File: src/rtl/fifo_wr_arbiter.sv
// fifo_wr_arbiter
//   Round-robin write arbiter sharing one FIFO write port between N_REQ
//   requesters. A requester is granted for up to BURST_MAX accepted words,
//   then the grant moves on. The FIFO write side is driven from registers,
//   and issue is throttled on full/almostfull so that the FIFO never overflows.
//
// Parameters
//   FIFO_WIDTH  data word width (must match the FIFO)
//   N_REQ       number of requesters, 2..8
//   BURST_MAX   max words accepted per grant, 1..15
//
// Ports
//   clk, rst_n        clock (rising edge), asynchronous active-low reset
//   req_valid/ready   per-requester handshake
//   req_data          packed words, requester i at [i*FIFO_WIDTH +: FIFO_WIDTH]
//   fifo_full         FIFO full flag
//   fifo_almostfull   FIFO almostfull flag (one slot left)
//   fifo_overflow     FIFO overflow flag
//   fifo_wr_en        registered FIFO write enable
//   fifo_data_in      registered FIFO write data
//   gnt_valid/gnt_id  grant held / current owner
//   err_overflow      sticky overflow indication, cleared only by reset
//
// Optional feature (macro FIFO_WR_ARB_STATS_EN)
//   stat_words   saturating count of cycles with fifo_wr_en=1
//   stat_stalls  saturating count of GRANT cycles where the owner is valid
//                but the FIFO cannot take a word
module fifo_wr_arbiter #(
  parameter int FIFO_WIDTH = 16,
  parameter int N_REQ      = 4,
  parameter int BURST_MAX  = 4
) (
  input  logic                          clk,
  input  logic                          rst_n,
  input  logic [N_REQ-1:0]              req_valid,
  input  logic [N_REQ*FIFO_WIDTH-1:0]   req_data,
  output logic [N_REQ-1:0]              req_ready,
  input  logic                          fifo_full,
  input  logic                          fifo_almostfull,
  input  logic                          fifo_overflow,
  output logic                          fifo_wr_en,
  output logic [FIFO_WIDTH-1:0]         fifo_data_in,
  output logic                          gnt_valid,
  output logic [$clog2(N_REQ)-1:0]      gnt_id,
`ifdef FIFO_WR_ARB_STATS_EN
  output logic [15:0]                   stat_words,
  output logic [15:0]                   stat_stalls,
`endif
  output logic                          err_overflow
);

  localparam int ID_W = $clog2(N_REQ);

  typedef enum logic [0:0] {IDLE, GRANT} state_t;

  state_t          state, state_nxt;
  logic [ID_W-1:0] rr_ptr, rr_ptr_nxt;
  logic [ID_W-1:0] gnt_id_nxt;
  logic            gnt_valid_nxt;
  logic [3:0]      burst_cnt, burst_nxt, burst_inc;
  logic [ID_W-1:0] idx;
  logic            found;
  logic            can_issue;
  logic            accept;

  logic [FIFO_WIDTH-1:0] req_word [N_REQ];

  for (genvar g = 0; g < N_REQ; g++) begin : g_unpack
    assign req_word[g] = req_data[g*FIFO_WIDTH +: FIFO_WIDTH];
  end

  function automatic logic [15:0] sat_inc16(input logic [15:0] v);
    return (v == 16'hFFFF) ? v : v + 16'd1;
  endfunction

  // With almostfull set only one slot is left, so a write already in flight
  // must land before another word may be accepted.
  assign can_issue = !fifo_full && !(fifo_almostfull && fifo_wr_en);
  assign accept    = (state == GRANT) && req_valid[gnt_id] && can_issue;
  assign burst_inc = burst_cnt + 4'd1;

  always_comb begin
    req_ready = '0;
    if (state == GRANT && can_issue) req_ready[gnt_id] = 1'b1;
  end

  always_comb begin
    state_nxt     = state;
    rr_ptr_nxt    = rr_ptr;
    gnt_id_nxt    = gnt_id;
    gnt_valid_nxt = gnt_valid;
    burst_nxt     = burst_cnt;
    idx           = '0;
    found         = 1'b0;
    case (state)
      IDLE: begin
        // First valid requester at or after rr_ptr, wrapping modulo N_REQ.
        for (int k = 0; k < N_REQ; k++) begin
          idx = ID_W'((int'(rr_ptr) + k) % N_REQ);
          if (!found && req_valid[idx]) begin
            found      = 1'b1;
            gnt_id_nxt = idx;
          end
        end
        if (found) begin
          state_nxt     = GRANT;
          gnt_valid_nxt = 1'b1;
          burst_nxt     = '0;
        end
      end
      GRANT: begin
        // A stall (owner valid, no issue slot) falls through and holds everything.
        if (!req_valid[gnt_id] || (can_issue && burst_inc == 4'(BURST_MAX))) begin
          state_nxt     = IDLE;
          gnt_valid_nxt = 1'b0;
          burst_nxt     = '0;
          rr_ptr_nxt    = (gnt_id == ID_W'(N_REQ - 1)) ? '0 : gnt_id + 1'b1;
        end else if (can_issue) begin
          burst_nxt = burst_inc;
        end
      end
      default: state_nxt = IDLE;
    endcase
  end

  // Stage boundary: arbitration state and registered FIFO write port.
  always_ff @(posedge clk or negedge rst_n) begin
    if (!rst_n) begin
      state        <= IDLE;
      rr_ptr       <= '0;
      gnt_id       <= '0;
      gnt_valid    <= 1'b0;
      burst_cnt    <= '0;
      fifo_wr_en   <= 1'b0;
      fifo_data_in <= '0;
      err_overflow <= 1'b0;
    end else begin
      state        <= state_nxt;
      rr_ptr       <= rr_ptr_nxt;
      gnt_id       <= gnt_id_nxt;
      gnt_valid    <= gnt_valid_nxt;
      burst_cnt    <= burst_nxt;
      fifo_wr_en   <= accept;
      if (accept) fifo_data_in <= req_word[gnt_id];
      if (fifo_overflow) err_overflow <= 1'b1;
    end
  end

`ifdef FIFO_WR_ARB_STATS_EN
  logic stall;
  assign stall = (state == GRANT) && req_valid[gnt_id] && !can_issue;

  always_ff @(posedge clk or negedge rst_n) begin
    if (!rst_n) begin
      stat_words  <= '0;
      stat_stalls <= '0;
    end else begin
      if (fifo_wr_en) stat_words  <= sat_inc16(stat_words);
      if (stall)      stat_stalls <= sat_inc16(stat_stalls);
    end
  end
`endif

endmodule
File: config.mk
export PLATFORM = sky130hd
export DESIGN_NAME = fifo_wr_arbiter
export DESIGN_NICKNAME = d
export VERILOG_FILES = /design/src/rtl/fifo_wr_arbiter.sv
export SDC_FILE = /design/constraint.sdc
export NUM_CORES = 1
export LEC_CHECK = 0
export CAP_MARGIN = 20
export CORE_ASPECT_RATIO = 1.75
export CORE_MARGIN = 2
export CORE_UTILIZATION = 35
export CTS_CLUSTER_DIAMETER = 200
export CTS_CLUSTER_SIZE = 30
export DETAILED_ROUTE_END_ITERATION = 7
export PLACE_DENSITY = 0.74
export RECOVER_POWER = 50
export SKIP_CTS_REPAIR_TIMING = 1
export SYNTH_ARGS = -nofsm -noshare
export SYNTH_HDL_FRONTEND = slang
export SYNTH_SLANG_ARGS = --single-unit
File: constraint.sdc
create_clock -name clk -period 2.2 [get_ports clk]
set_clock_uncertainty 0.2 [all_clocks]
set_input_delay 0.33 -clock clk [delete_from_list [all_inputs] [get_ports clk]]
set_output_delay 0.33 -clock clk [all_outputs]
set_load 0.01 [all_outputs]
==> flow_summary.yaml <==
clocking:
  insertion_delay_ns: 0.27
  cts_tree: "done"
  numClockSinks: 28
  cts_inserted_buffers: 3
  path_clk_slew_ns: 0.10
  cts_max_level: 1
  cts_root_buffer: "clkbuf_8"
  clockBufferDepth: 2
yosys:
  synthCells: 124
  synthSimpleGateAreaFrac_pct: 8.28
  synth_fa_ha_area_share_pct: 3.60
  synth_seq_cells: 28
  syn_nets: 202
  synth_xor_area_share_pct: 0.504
  yosysUniqueCellTypes: 36
  yosys-mux-area-fraction_pct: 36.4
  synth_compound_area_share_pct: 6.91
  netlist_area_sq_um: 1740
  ys_seq_area_share_pct: 40.3
  yosysWarnings: 0
  syn_avg_cell_area_sq_um: 14.0
  synth_top_family_by_area: "multiplexers"
timing:
  worst_slew_pin_slew_ns: 0.691
  finalHoldViolCount: 0
  setup_ws_ns: 0.0697
  setup_viol_count_final: 0
  maxSlewViolCount: 0
  relSlewSlack_pct: 53.9
  max_freq_mhz: 469
  post-route-min-period_ns: 2.13
  min_period_over_period_pct: 96.8
  tns_ns: 0
setup_path:
  worstReg2RegStart: "gnt_id[0]"
  worstSetupEndpointType: "output port"
  critical_path_arrival_ns: 1.60
  path_max_fanout: 10
  worst_setup_path_start_kind: "register"
  cp.required_ns: 1.67
  startpoint: "gnt_id[0]"
  worstSetupPathType: "reg -> out"
placed_design:
  gp_routability_congestion: 0.769
  numPortBuffers: 97
  hpwl_microns: 3880
  dp_slack_ns: -0.0582
  placed_area_sq_um: 2850
power_and_ir_drop:
  cellLeakagePower_nw: 1.31
  clkPwrFrac_pct: 13.3
  power_frac_comb_pct: 56.9
  p_seq_share_pct: 29.7
  internal-power_mw: 2.06
  power_density_nw_per_um2: 1030
  ir_worst_vdd_mv: 0.654
  switching_share_pct: 32.2
  netSwitchingPower_mw: 0.979
die:
  pin_count: 98
  core-area_sq_um: 4890
  dieArea_sq_um: 5570
  start_util_pct: 35.5
  die_h_microns: 97.2
  rows: 34
  dieWidth_microns: 57.3
global_routing:
  grt_pass1_wl_microns: 7700
  grt_max_degree: 29
  antenna_found_initial: 0
  grtUsageTotal_pct: 17.6
  grt_pass1_vias: 1551
  grt_remaining_overflow: 0
drt:
  firstDrtPassIters: 4
  antenna_left: 0
  wl_microns: 4660
  vias: 1491
  avgRoutedWirePerCell_microns: 16.1
  drtIter0Drc: 20
  post_drt_via_cell_ratio: 5.16
  route.detailed.drc: 0
final_layout:
  fin_nets: 314
  num_antenna_cells: 0
  final_cell_area_sq_um: 2950
  utilization_pct: 60.2
  drive_gt1_share_pct: 23.0
  area_delta_synth_final_pct: 69.5
hold_path:
  hold_class: "reg -> reg"
  hp-start: "err_overflow"
outcome:
  outcome: "finished clean"
job:
  cap_violations: 0
cell type report:
cell class | instances | area, sq um
Tap cell | 54 | 67.6
Clock inverter | 1 | 30.0
Sequential cell | 28 | 702
Multi-Input combinational cell | 84 | 967
Fill cell | 408 | 1950
Inverter | 5 | 18.8
Timing Repair Buffer | 114 | 1120
Clock buffer | 3 | 41.3
synth_stat cells (all sizes together):
| cell type | instances | area, sq um |
|---|---|---|
| dfrtp | 28 | 701 |
| o22a | 1 | 8.76 |
| mux2i | 2 | 20.0 |
| nor4 | 1 | 6.26 |
| a32o | 1 | 10.0 |
| or3b | 1 | 8.76 |
| mux4 | 17 | 409 |
| nor2 | 4 | 17.5 |
| o221ai | 2 | 17.5 |
| a211o | 1 | 8.76 |
| o21ai | 3 | 18.8 |
| a22o | 1 | 8.76 |
| and3 | 4 | 25.0 |
| nor3b | 3 | 22.5 |
| xnor2 | 1 | 8.76 |
| clkbuf | 1 | 3.75 |
| nand3b | 1 | 7.51 |
| nand3 | 3 | 20.0 |
| or2 | 1 | 6.26 |
| ha | 5 | 62.6 |
| buf | 6 | 47.5 |
| mux2 | 18 | 203 |
| nand2 | 3 | 11.3 |
| nor2b | 2 | 12.5 |
| nand2b | 1 | 6.26 |
| inv | 5 | 18.8 |
| a21o | 3 | 22.5 |
| a21oi | 5 | 25.0 |
stage by stage:
step | hold slack (ns) | total power, mW | std cells
2_1_floorplan | -0.166 | 1.89 | 124
3_3_place_gp | 0.251 | 2.67 | 283
3_5_place_dp | 0.255 | 2.70 | 283
4_1_cts | 0.237 | 3.11 | 287
5_1_grt | 0.325 | 3.26 | 289
6_report | 0.272 | 3.04 | 289
cells in the final DEF (no fill, tap or decap), types with 2 or more instances in the layout:
| master | instances |
|---|---|
| mux2i_1 | 2 |
| clkbuf_8 | 3 |
| mux2_1 | 2 |
| nor3b_1 | 3 |
| dlygate4sd3_1 | 13 |
| mux2_2 | 16 |
| mux4_2 | 10 |
| dfrtp_1 | 27 |
| o221ai_1 | 2 |
| nor2_1 | 3 |
| inv_1 | 4 |
| nand2_1 | 3 |
| dlymetal6s2s_1 | 4 |
| nor2b_1 | 2 |
| mux4_1 | 7 |
| ha_1 | 5 |
| and3_1 | 4 |
| buf_4 | 15 |
| clkdlybuf4s50_1 | 80 |
| nand3_1 | 2 |
| a21oi_1 | 5 |
| o21ai_0 | 2 |
| a21o_1 | 3 |
power groups by stage:
stage	registers, mW	logic [mW]	clock network, mW
after floorplan	0.966	0.923	0
after global placement	0.912	1.75	0
after detailed placement	0.927	1.77	0
after CTS	0.916	1.77	0.417
after global routing	0.940	1.88	0.435
final	0.905	1.73	0.405
path summary, 6_finish.rpt:
| check | end | slack, ns | cells after the start |
|---|---|---|---|
| max | gnt_id[0] | 0.07 | 3 |
| min | err_overflow | 0.27 | 1 |
| max reg2reg | fifo_data_in[7] | 0.15 | 5 |
| min reg2reg | err_overflow | 0.27 | 1 |
| max in group asynchronous | gnt_id[0] | 0.90 | 2 |
| min in group asynchronous | gnt_id[1] | 0.42 | 2 |
cells by family after synthesis:
family | after synthesis
xor+xnor | 1
fa+ha+maj | 5
buf+inv | 12
mux | 37
simple gates | 24
flops | 28
compound gates | 17
flip-flops by register name, summed over array words and instances, names as in the netlist:
name and flops:
fifo_wr_en 1, err_overflow 1, gnt_id 2, gnt_valid 1, burst_cnt 4, fifo_data_in 16, rr_ptr 2, state 1
layer usage:
metal | part of all wire, % | global-route usage (%)
met4 | 3.3 | 7.69
met3 | 7.3 | 3.60
met5 | 0 | 0
met2 | 52 | 30.9
met1 | 37 | 20.1
worst max-delay path: stages, from the launching register on:
cell,delay [ns]
dfrtp_2,0.42
buf_4,0.13
buf_4,0.21
clkdlybuf4s50_1,0.56
Note: power is estimated with default switching activity, not from simulation.
